[config.mk]
export PLATFORM = sky130hd
export DESIGN_NAME = wb_pipe_regfile
export DESIGN_NICKNAME = d
export VERILOG_FILES = /design/src/rtl/wb_pipe_regfile_pkg.sv /design/src/rtl/wb_pipe_regfile_regfile.sv /design/src/rtl/wb_pipe_regfile.sv
export SDC_FILE = /design/constraint.sdc
export NUM_CORES = 2
export LEC_CHECK = 0
export CAP_MARGIN = 20
export CORE_AREA = 2 2 273 410
export CTS_BUF_LIST = sky130_fd_sc_hd__clkbuf_4
export DETAILED_ROUTE_END_ITERATION = 10
export DIE_AREA = 0 0 275 412
export GPL_TIMING_DRIVEN = 0
export PLACE_DENSITY_LB_ADDON = 0.05
export SLEW_MARGIN = 20
export SYNTH_ARGS = -nofsm -noshare
export SYNTH_HDL_FRONTEND = slang
export SYNTH_SLANG_ARGS = --single-unit
[constraint.sdc]
create_clock -name clk -period 2.5 [get_ports clk]
set_clock_uncertainty 0.1 [all_clocks]
set_input_delay 0.25 -clock clk [delete_from_list [all_inputs] [get_ports clk]]
set_output_delay 0.25 -clock clk [all_outputs]
set_load 0.05 [all_outputs]
[src/rtl/wb_pipe_regfile_pkg.sv]
// Shared types and constants for the MEM/WB pipeline and general register file.
package wb_pipe_regfile_pkg;
  localparam int REG_NUM_DEF = 32;
  localparam int DATA_W_DEF  = 32;
  localparam int REG_ADDR_W  = 5;

  typedef logic [DATA_W_DEF-1:0] reg_bus_t;
  typedef logic [REG_ADDR_W-1:0] reg_addr_t;

  localparam reg_bus_t  ZERO_WORD     = '0;
  localparam logic      WRITE_ENABLE  = 1'b1;
  localparam logic      WRITE_DISABLE = 1'b0;
  localparam logic      READ_ENABLE   = 1'b1;
  localparam reg_addr_t NOP_REG_ADDR  = '0;

  typedef struct packed {
    logic      we;
    reg_addr_t waddr;
    reg_bus_t  wdata;
  } wb_req_t;

  localparam wb_req_t BUBBLE = '{we: WRITE_DISABLE, waddr: NOP_REG_ADDR, wdata: ZERO_WORD};
endpackage

[src/rtl/wb_pipe_regfile_regfile.sv]
// 32x32 register file: WB commit write plus two combinational read ports.
// With WB_FWD_EN defined, reads bypass in-flight MEM/WB results.
module wb_pipe_regfile_regfile
  import wb_pipe_regfile_pkg::*;
#(
  parameter int REG_NUM = REG_NUM_DEF,
  parameter int DATA_W  = DATA_W_DEF
) (
  input  logic              clk,
  input  logic              rst,
  input  logic              wb_we,
  input  logic [4:0]        wb_waddr,
  input  logic [DATA_W-1:0] wb_wdata,
`ifdef WB_FWD_EN
  input  logic              mem_we,
  input  logic [4:0]        mem_waddr,
  input  logic [DATA_W-1:0] mem_wdata,
`endif
  input  logic              re1,
  input  logic [4:0]        raddr1,
  output logic [DATA_W-1:0] rdata1,
  input  logic              re2,
  input  logic [4:0]        raddr2,
  output logic [DATA_W-1:0] rdata2
);
  reg_bus_t regs_q [REG_NUM];
  reg_bus_t regs_d [REG_NUM];

  always_comb begin
    regs_d = regs_q;
    if (wb_we == WRITE_ENABLE && wb_waddr != NOP_REG_ADDR) regs_d[wb_waddr] = wb_wdata;
  end

  always_ff @(posedge clk or negedge rst) begin
    if (!rst) begin
      for (int i = 0; i < REG_NUM; i++) regs_q[i] <= ZERO_WORD;
    end else begin
      regs_q <= regs_d;
    end
  end

  // MEM is younger than WB, so its result wins when both target the same register.
  function automatic reg_bus_t rd_sel(input logic re, input reg_addr_t ra);
    if (re != READ_ENABLE)     return ZERO_WORD;
    if (ra == NOP_REG_ADDR)    return ZERO_WORD;
`ifdef WB_FWD_EN
    if (mem_we && mem_waddr == ra) return mem_wdata;
    if (wb_we  && wb_waddr  == ra) return wb_wdata;
`endif
    return regs_q[ra];
  endfunction

  always_comb begin
    rdata1 = rd_sel(re1, raddr1);
    rdata2 = rd_sel(re2, raddr2);
  end
endmodule

[src/rtl/wb_pipe_regfile.sv]
// MEM and WB pipeline latches with stall/flush, feeding the register file.
// Optional bypass network enabled by macro WB_FWD_EN.
module wb_pipe_regfile
  import wb_pipe_regfile_pkg::*;
#(
  parameter int REG_NUM = REG_NUM_DEF,
  parameter int DATA_W  = DATA_W_DEF
) (
  input  logic              clk,
  input  logic              rst,
  input  logic              ex_we,
  input  logic [4:0]        ex_waddr,
  input  logic [DATA_W-1:0] ex_wdata,
  input  logic              stall,
  input  logic              flush,
  input  logic              re1,
  input  logic [4:0]        raddr1,
  output logic [DATA_W-1:0] rdata1,
  input  logic              re2,
  input  logic [4:0]        raddr2,
  output logic [DATA_W-1:0] rdata2,
  output logic              mem_we,
  output logic [4:0]        mem_waddr,
  output logic [DATA_W-1:0] mem_wdata,
  output logic              wb_we,
  output logic [4:0]        wb_waddr,
  output logic [DATA_W-1:0] wb_wdata
);
  wb_req_t ex_req, mem_d, mem_q, wb_d, wb_q;

  assign ex_req = '{we: ex_we, waddr: ex_waddr, wdata: ex_wdata};

  // Flush overrides stall; under flush+stall WB still drains the old MEM entry.
  always_comb begin
    mem_d = mem_q;
    wb_d  = mem_q;
    if (flush)       mem_d = BUBBLE;
    else if (!stall) mem_d = ex_req;
    if (stall && !flush) wb_d = BUBBLE;
  end

  always_ff @(posedge clk or negedge rst) begin
    if (!rst) begin
      mem_q <= BUBBLE;
      wb_q  <= BUBBLE;
    end else begin
      mem_q <= mem_d;
      wb_q  <= wb_d;
    end
  end

  assign mem_we    = mem_q.we;
  assign mem_waddr = mem_q.waddr;
  assign mem_wdata = mem_q.wdata;
  assign wb_we     = wb_q.we;
  assign wb_waddr  = wb_q.waddr;
  assign wb_wdata  = wb_q.wdata;

  wb_pipe_regfile_regfile #(.REG_NUM(REG_NUM), .DATA_W(DATA_W)) u_regfile (
    .clk      (clk),
    .rst      (rst),
    .wb_we    (wb_q.we),
    .wb_waddr (wb_q.waddr),
    .wb_wdata (wb_q.wdata),
`ifdef WB_FWD_EN
    .mem_we   (mem_q.we),
    .mem_waddr(mem_q.waddr),
    .mem_wdata(mem_q.wdata),
`endif
    .re1      (re1),
    .raddr1   (raddr1),
    .rdata1   (rdata1),
    .re2      (re2),
    .raddr2   (raddr2),
    .rdata2   (rdata2)
  );
endmodule

## After elaboration in Yosys (flattened, before gate mapping)

Cells that the tools add are included.

| storage, ports and cells | value |
|---|---|
| output and inout port bits | 140 |
| logic and storage cells | 77 |
| flip-flop bits (word level) | 1100 |
| input bits | 54 |

| cells by class | value |
|---|---|
| eq/ne operators | 1 |
| $lt $le $gt $ge | 4 |
| reduce and logical (&&, ||, !) cells | 7 |
| muxes and demuxes | 24 |
| bitwise gates (word level) | 3 |

Operators with widths:

| kind | count |
|---|---|
| bitwise mux 1024 bit | 1 |
| 2-to-1 mux 32 bit | 13 |
| binary-select mux 32 bit (select 5 bit) | 2 |
| demux 32 bit (select 5 bit) | 1 |
| 2-to-1 mux 38 bit | 3 |
| greater-or-equal comparator 6 bit (second input constant) | 3 |
| NOT 5 -> 6 bit | 3 |
| zero test 5 bit | 2 |
| less-than comparator 6 x 1 -> 1 bit (second input constant) | 1 |
| nonzero test 5 bit | 1 |
| 2-to-1 mux 1 bit | 4 |
| logical AND 1 bit | 3 |
| != test 2 x 1 -> 1 bit (second input constant) | 1 |
| zero test 1 bit | 1 |

## Depth between registers and ports, before layout

| depth | value |
|---|---|
| word-level depth | 6 |
| mapped depth | 7 |
| gate-level depth less buffers | 4 |

## Hierarchy

A second synthesis with hierarchy kept.

| second synthesis, totals | value |
|---|---|
| cell total of the unflattened synthesis | 4166 |
| area total of the unflattened synthesis | 55615.8 µm² |

Modules (own cells, without submodules):

| module | sequential area each (µm²) | area an instance (µm²) | cells an instance | instances |
|---|---|---|---|---|
| wb_pipe_regfile_regfile | 24823.8 | 52870.7 | 3963 | 1 |
| wb_pipe_regfile | 1901.8 | 2745.1 | 203 | 1 |

## Least setup slack after synthesis

OpenSTA, ideal clock, no wires.

| path | value |
|---|---|
| kind | reg-to-reg |
| start | reg wb_q (netlist bit wb_we) |
| end | reg u_regfile.regs_q[662] in the netlist's numbering |
| slack | 0.256 ns |
| clock period less this slack | 2.244 ns |
| cell stages (with the launch flop) | 7 |
| path buffers | 2 |
| setup time | 0.125 ns |
| arrival | 2.019 ns |
| cell sequence | dfrtp_1 -> nand2b_1 -> nor3b_1 -> nor2b_1 -> clkbuf_2 -> buf_6 -> mux2_2 |

| between the ends | value |
|---|---|
| longest elaborated chain between the ends | 1 |

RTL lines:

| item | line | source |
|---|---|---|
| start: declaration | wb_pipe_regfile.sv:29 | `wb_req_t ex_req, mem_d, mem_q, wb_d, wb_q;` |
| start signal: assignment | wb_pipe_regfile.sv:48 | `wb_q <= wb_d;` |
| logical AND 1 bit | wb_pipe_regfile_regfile.sv:31 | `if (wb_we == WRITE_ENABLE && wb_waddr != NOP_REG_ADDR) regs_d[wb_waddr] = wb_wdata;` |
| end signal: assignment | wb_pipe_regfile_regfile.sv:38 | `regs_q <= regs_d;` |
| end: declaration | wb_pipe_regfile_regfile.sv:26 | `reg_bus_t regs_q [REG_NUM];` |

No other way between the ends.
A chain may end at the register's enable or synchronous reset.

## Final worst setup path

| path | value |
|---|---|
| start | in raddr2[1] |
| end | out rdata2[21] |

| between the ends | value |
|---|---|
| longest elaborated chain between the ends | 6 |

RTL lines:

| item | line | source |
|---|---|---|
| start: declaration | wb_pipe_regfile.sv:20 | `input logic [4:0] raddr2,` |
| NOT 5 -> 6 bit (implied by the code) | wb_pipe_regfile_regfile.sv:50 | `return regs_q[ra];` |
| binary-select mux 32 bit (select 5 bit) | wb_pipe_regfile_regfile.sv:50 |  |
| 2-to-1 mux 32 bit (implied by the code) (2 in a row) | wb_pipe_regfile_regfile.sv:50 |  |
| 2-to-1 mux 32 bit (*) | wb_pipe_regfile_regfile.sv:50 |  |
| 2-to-1 mux 32 bit (*) | wb_pipe_regfile_regfile.sv:45 | `if (ra == NOP_REG_ADDR) return ZERO_WORD;` |
| end: declaration | wb_pipe_regfile.sv:21 | `output logic [DATA_W-1:0] rdata2,` |

Mark *: on every way between the ends. The rest lies on a longest branch, timed or not. The select of a mux whose other input is x is not followed.

==> flow_summary.ini <==
[sta]
worst_pin_slew_ns = 1.19
final.min_clock_period_ns = 3.53
drv_slew = 0
post-route-period-util = 1.41
fmax_mhz = 284
hold_slack_ns = -0.00227
layout_setup_ws_ns = -1.03
setup_viol = 69
hold_violations = 4
rsz0062_at_grt = yes
slew-limit-headroom = 0.205

[power]
p_leak_nw = 31.3
cellPowerDensity_nw_per_um2 = 575
ir_worst_vdd_mv = 0.354
p_total_mw = 37.8

[logic_synthesis]
yosys.area_share.simple = 0.0315
synth_top_family_by_area = multiplexers
synth-seq-cells = 1068
ys_seq_area_frac = 0.481
postSynthCellCount = 4168
synth_compound_area_frac = 0.0634
yosys.area_share.adder = 0
syn-cell-area_sq_um = 55600
synth_top_area_cell = dfrtp_1
synth_warnings = 0
muxShareOfSynthArea = 0.390
postSynthAreaPerCell_sq_um = 13.3
synth_nets = 4222
synth-xor-area-share = 0
synthDistinctLibCells = 36
synth_top_cells_by_area = dfrtp_1 (48%), mux2_2 (20%), mux2i_1 (11%), mux4_2 (7.8%), a22oi_1 (2.6%)
synth_top_area_share = 0.481

[cts]
worstSkewPairLatency_ns = 1.31
cts.clk_slew.worst_paths_ns = 0.07
cts_max_level = 5
cts_buffers = 294
cts-root-buf = clkbuf_4
cts.path.max_buffers = 4
cts_tree = yes
numClockSinks = 1068

[routing]
drc = 0
num_vias = 42200
ant_nets = 0
avgViaCountPerCell = 6.58
drtPass1Iterations = 7
drt-initial-drc-count = 3463
wl_um = 223000
wl_per_cell_um = 34.8

[floorplanning]
core-area_sq_um = 110000
io_pins = 194
die_w_um = 275
dieArea_sq_um = 113000
die_h_um = 412
initial_utilization = 0.507
rows = 149

[critical_path]
worstPathArrival_ns = 3.18
slowest_delay_ns = 0.59
start_kind = input pin
r2r_end = u_regfile.regs_q[850]
reg2regPathDepth = 5
cp_top_family = buffers and inverters
path_max_fanout = 10
crit_chain = clkdlybuf4s50_1 > buf_4 > buf_4 > buf_2 > buf_6 > mux4_2 > a22oi_2 > nand4_1 > buf_6
worst-r2r-setup-slack_ns = -0.02
regToRegStartpoint = wb_waddr[3]
crit_buf_inv = 6
cp_slowest_cell = clkdlybuf4s50_1
crit_required_ns = 2.15
end_kind = output port
critPathKind = input pin to output port

[global_route]
grt_util_all_layers = 0.396
grt.overflow.total = 0
grt_pass1_wl_um = 313000
grt_pass1_vias = 43800
grt_antenna_before_repair = 6
grt_max_degree = 144

[place]
globalplace.congestion = 0.954
io_buffers = 193
hpwlAfterDp_um = 153000

[status]
violations = negative hold slack, negative setup slack
status = finished, violations left

[layout]
layout_common_cells = dfrtp_1 (1052), mux2_2 (970), mux2i_1 (606)
areaGrowthSynthToFinish_pct = 18.2
final_common_cell = dfrtp_1
fillers = 9171
nNetsFinal = 4848
drive_gt1_frac = 0.456

[run]
maxCapViolCount = 0

[min_path]
hold_path_class = input pin to async pin
-- state kept, by name, indices dropped and copies added, names as in the netlist --
register and flops:
mem_waddr 5, mem_wdata 32, mem_we 1, u_regfile.regs_q 992
wb_waddr 5, wb_wdata 32, wb_we 1
-- final cells by class --
class / instances / area [sq um] / area share
multi-input combinational: 2658 / 27600 / 0.421
sequential: 1068 / 26700 / 0.407
timing repair buffer: 341 / 3550 / 0.0541
clock buffer: 427 / 3210 / 0.0488
buffer: 431 / 2510 / 0.0382
tap: 1434 / 1790 / 0.0273
clock inverter: 40 / 210 / 0.00320
antenna: 8 / 20.0 / 0.000305
-- worst max-delay path by stage --
stage,startpoint,to,cells past startpoint
2_1_floorplan,raddr1[0],rdata1[21],5
3_3_place_gp,rst,mem_wdata[17],1
4_1_cts,u_regfile.regs_q[21],rdata2[21],4
6_report,raddr2[1],rdata2[21],9
5_1_grt,u_regfile.regs_q[12],rdata2[12],4
3_5_place_dp,raddr1[0],rdata1[10],9
-- layer usage --
layer  global-route usage  up-vias  routed length, um
li1                     -    17200                  -
met5                    0        -                 31
met2                0.632     2208             106000
met3                0.104      809              17300
met1                0.444    22000              78100
met4                0.322        4              21300
-- timing repair --
item                                    in CTS  in global routing
gates resized for setup                   1218                106
hold buffers                               112                  0
cloned                                       0                  2
endpoints found under the setup margin     628                502
setup buffers                               22                  2
endpoints found under the hold margin      704                  0
pin swaps                                  131                 54
-- worst reg2reg max path: stages, from the launching register on --
cell      delay (ns)
dfrtp_2         0.47
clkbuf_4        0.21
nor3_1          0.49
nand2_2         0.35
buf_2           0.40
mux2_2          0.36
-- stage by stage --
step                cells  setup WS (ns)  TNS, ns  cell area [sq um]   util
detailed placement   5805          -2.50  -223.36              59600  0.543
global route         6403          -1.01   -50.75              65700  0.599
CTS                  6399          -1.01   -50.04              65400  0.597
global placement     5795         -48.82        -              59300  0.541
floorplan            4168          0.256        0              55600      -
finish               6407          -1.03   -48.39              65700  0.599
-- cell usage after synthesis --
| cell type | instances |
|---|---|
| mux2_2 | 970 |
| nand3b_1 | 4 |
| mux2_1 | 22 |
| nor2b_1 | 10 |
| nor3_2 | 1 |
| nand3_1 | 1 |
| and4b_1 | 2 |
| nand2_1 | 141 |
| nor4bb_1 | 2 |
| or3_1 | 3 |
| nor3_1 | 2 |
| buf_6 | 3 |
| a22oi_1 | 192 |
| and3_1 | 2 |
| or2_2 | 2 |
| nor3b_2 | 1 |
| and2_1 | 40 |
| mux4_2 | 192 |
| o22ai_1 | 192 |
| a221oi_1 | 64 |
| mux2i_1 | 614 |
| buf_2 | 179 |
| nand4b_1 | 3 |
| clkbuf_2 | 1 |
| buf_4 | 3 |
| nand4_1 | 65 |
| dfrtp_1 | 1068 |
| clkbuf_1 | 243 |
| or3b_2 | 6 |
| nor3b_1 | 1 |
| buf_1 | 13 |
| nor2_1 | 53 |
| nand2b_1 | 6 |
| o21ai_0 | 64 |
| and2_0 | 2 |
| nor4_2 | 1 |
-- where the power goes --
part	leakage [nW]	internal (mW)	switching (mW)
sequential	14.8	17.6	0.313
combinational	14.4	1.41	2.82
clock	2.08	7.95	7.67
total	31.3	27.0	10.8
-- cell families after synthesis --
kind of cell,after synthesis
simple gates,348
flops,1068
compound gates,512
buf+inv,442
mux,1798
Note: power is estimated with default switching activity, not from simulation.
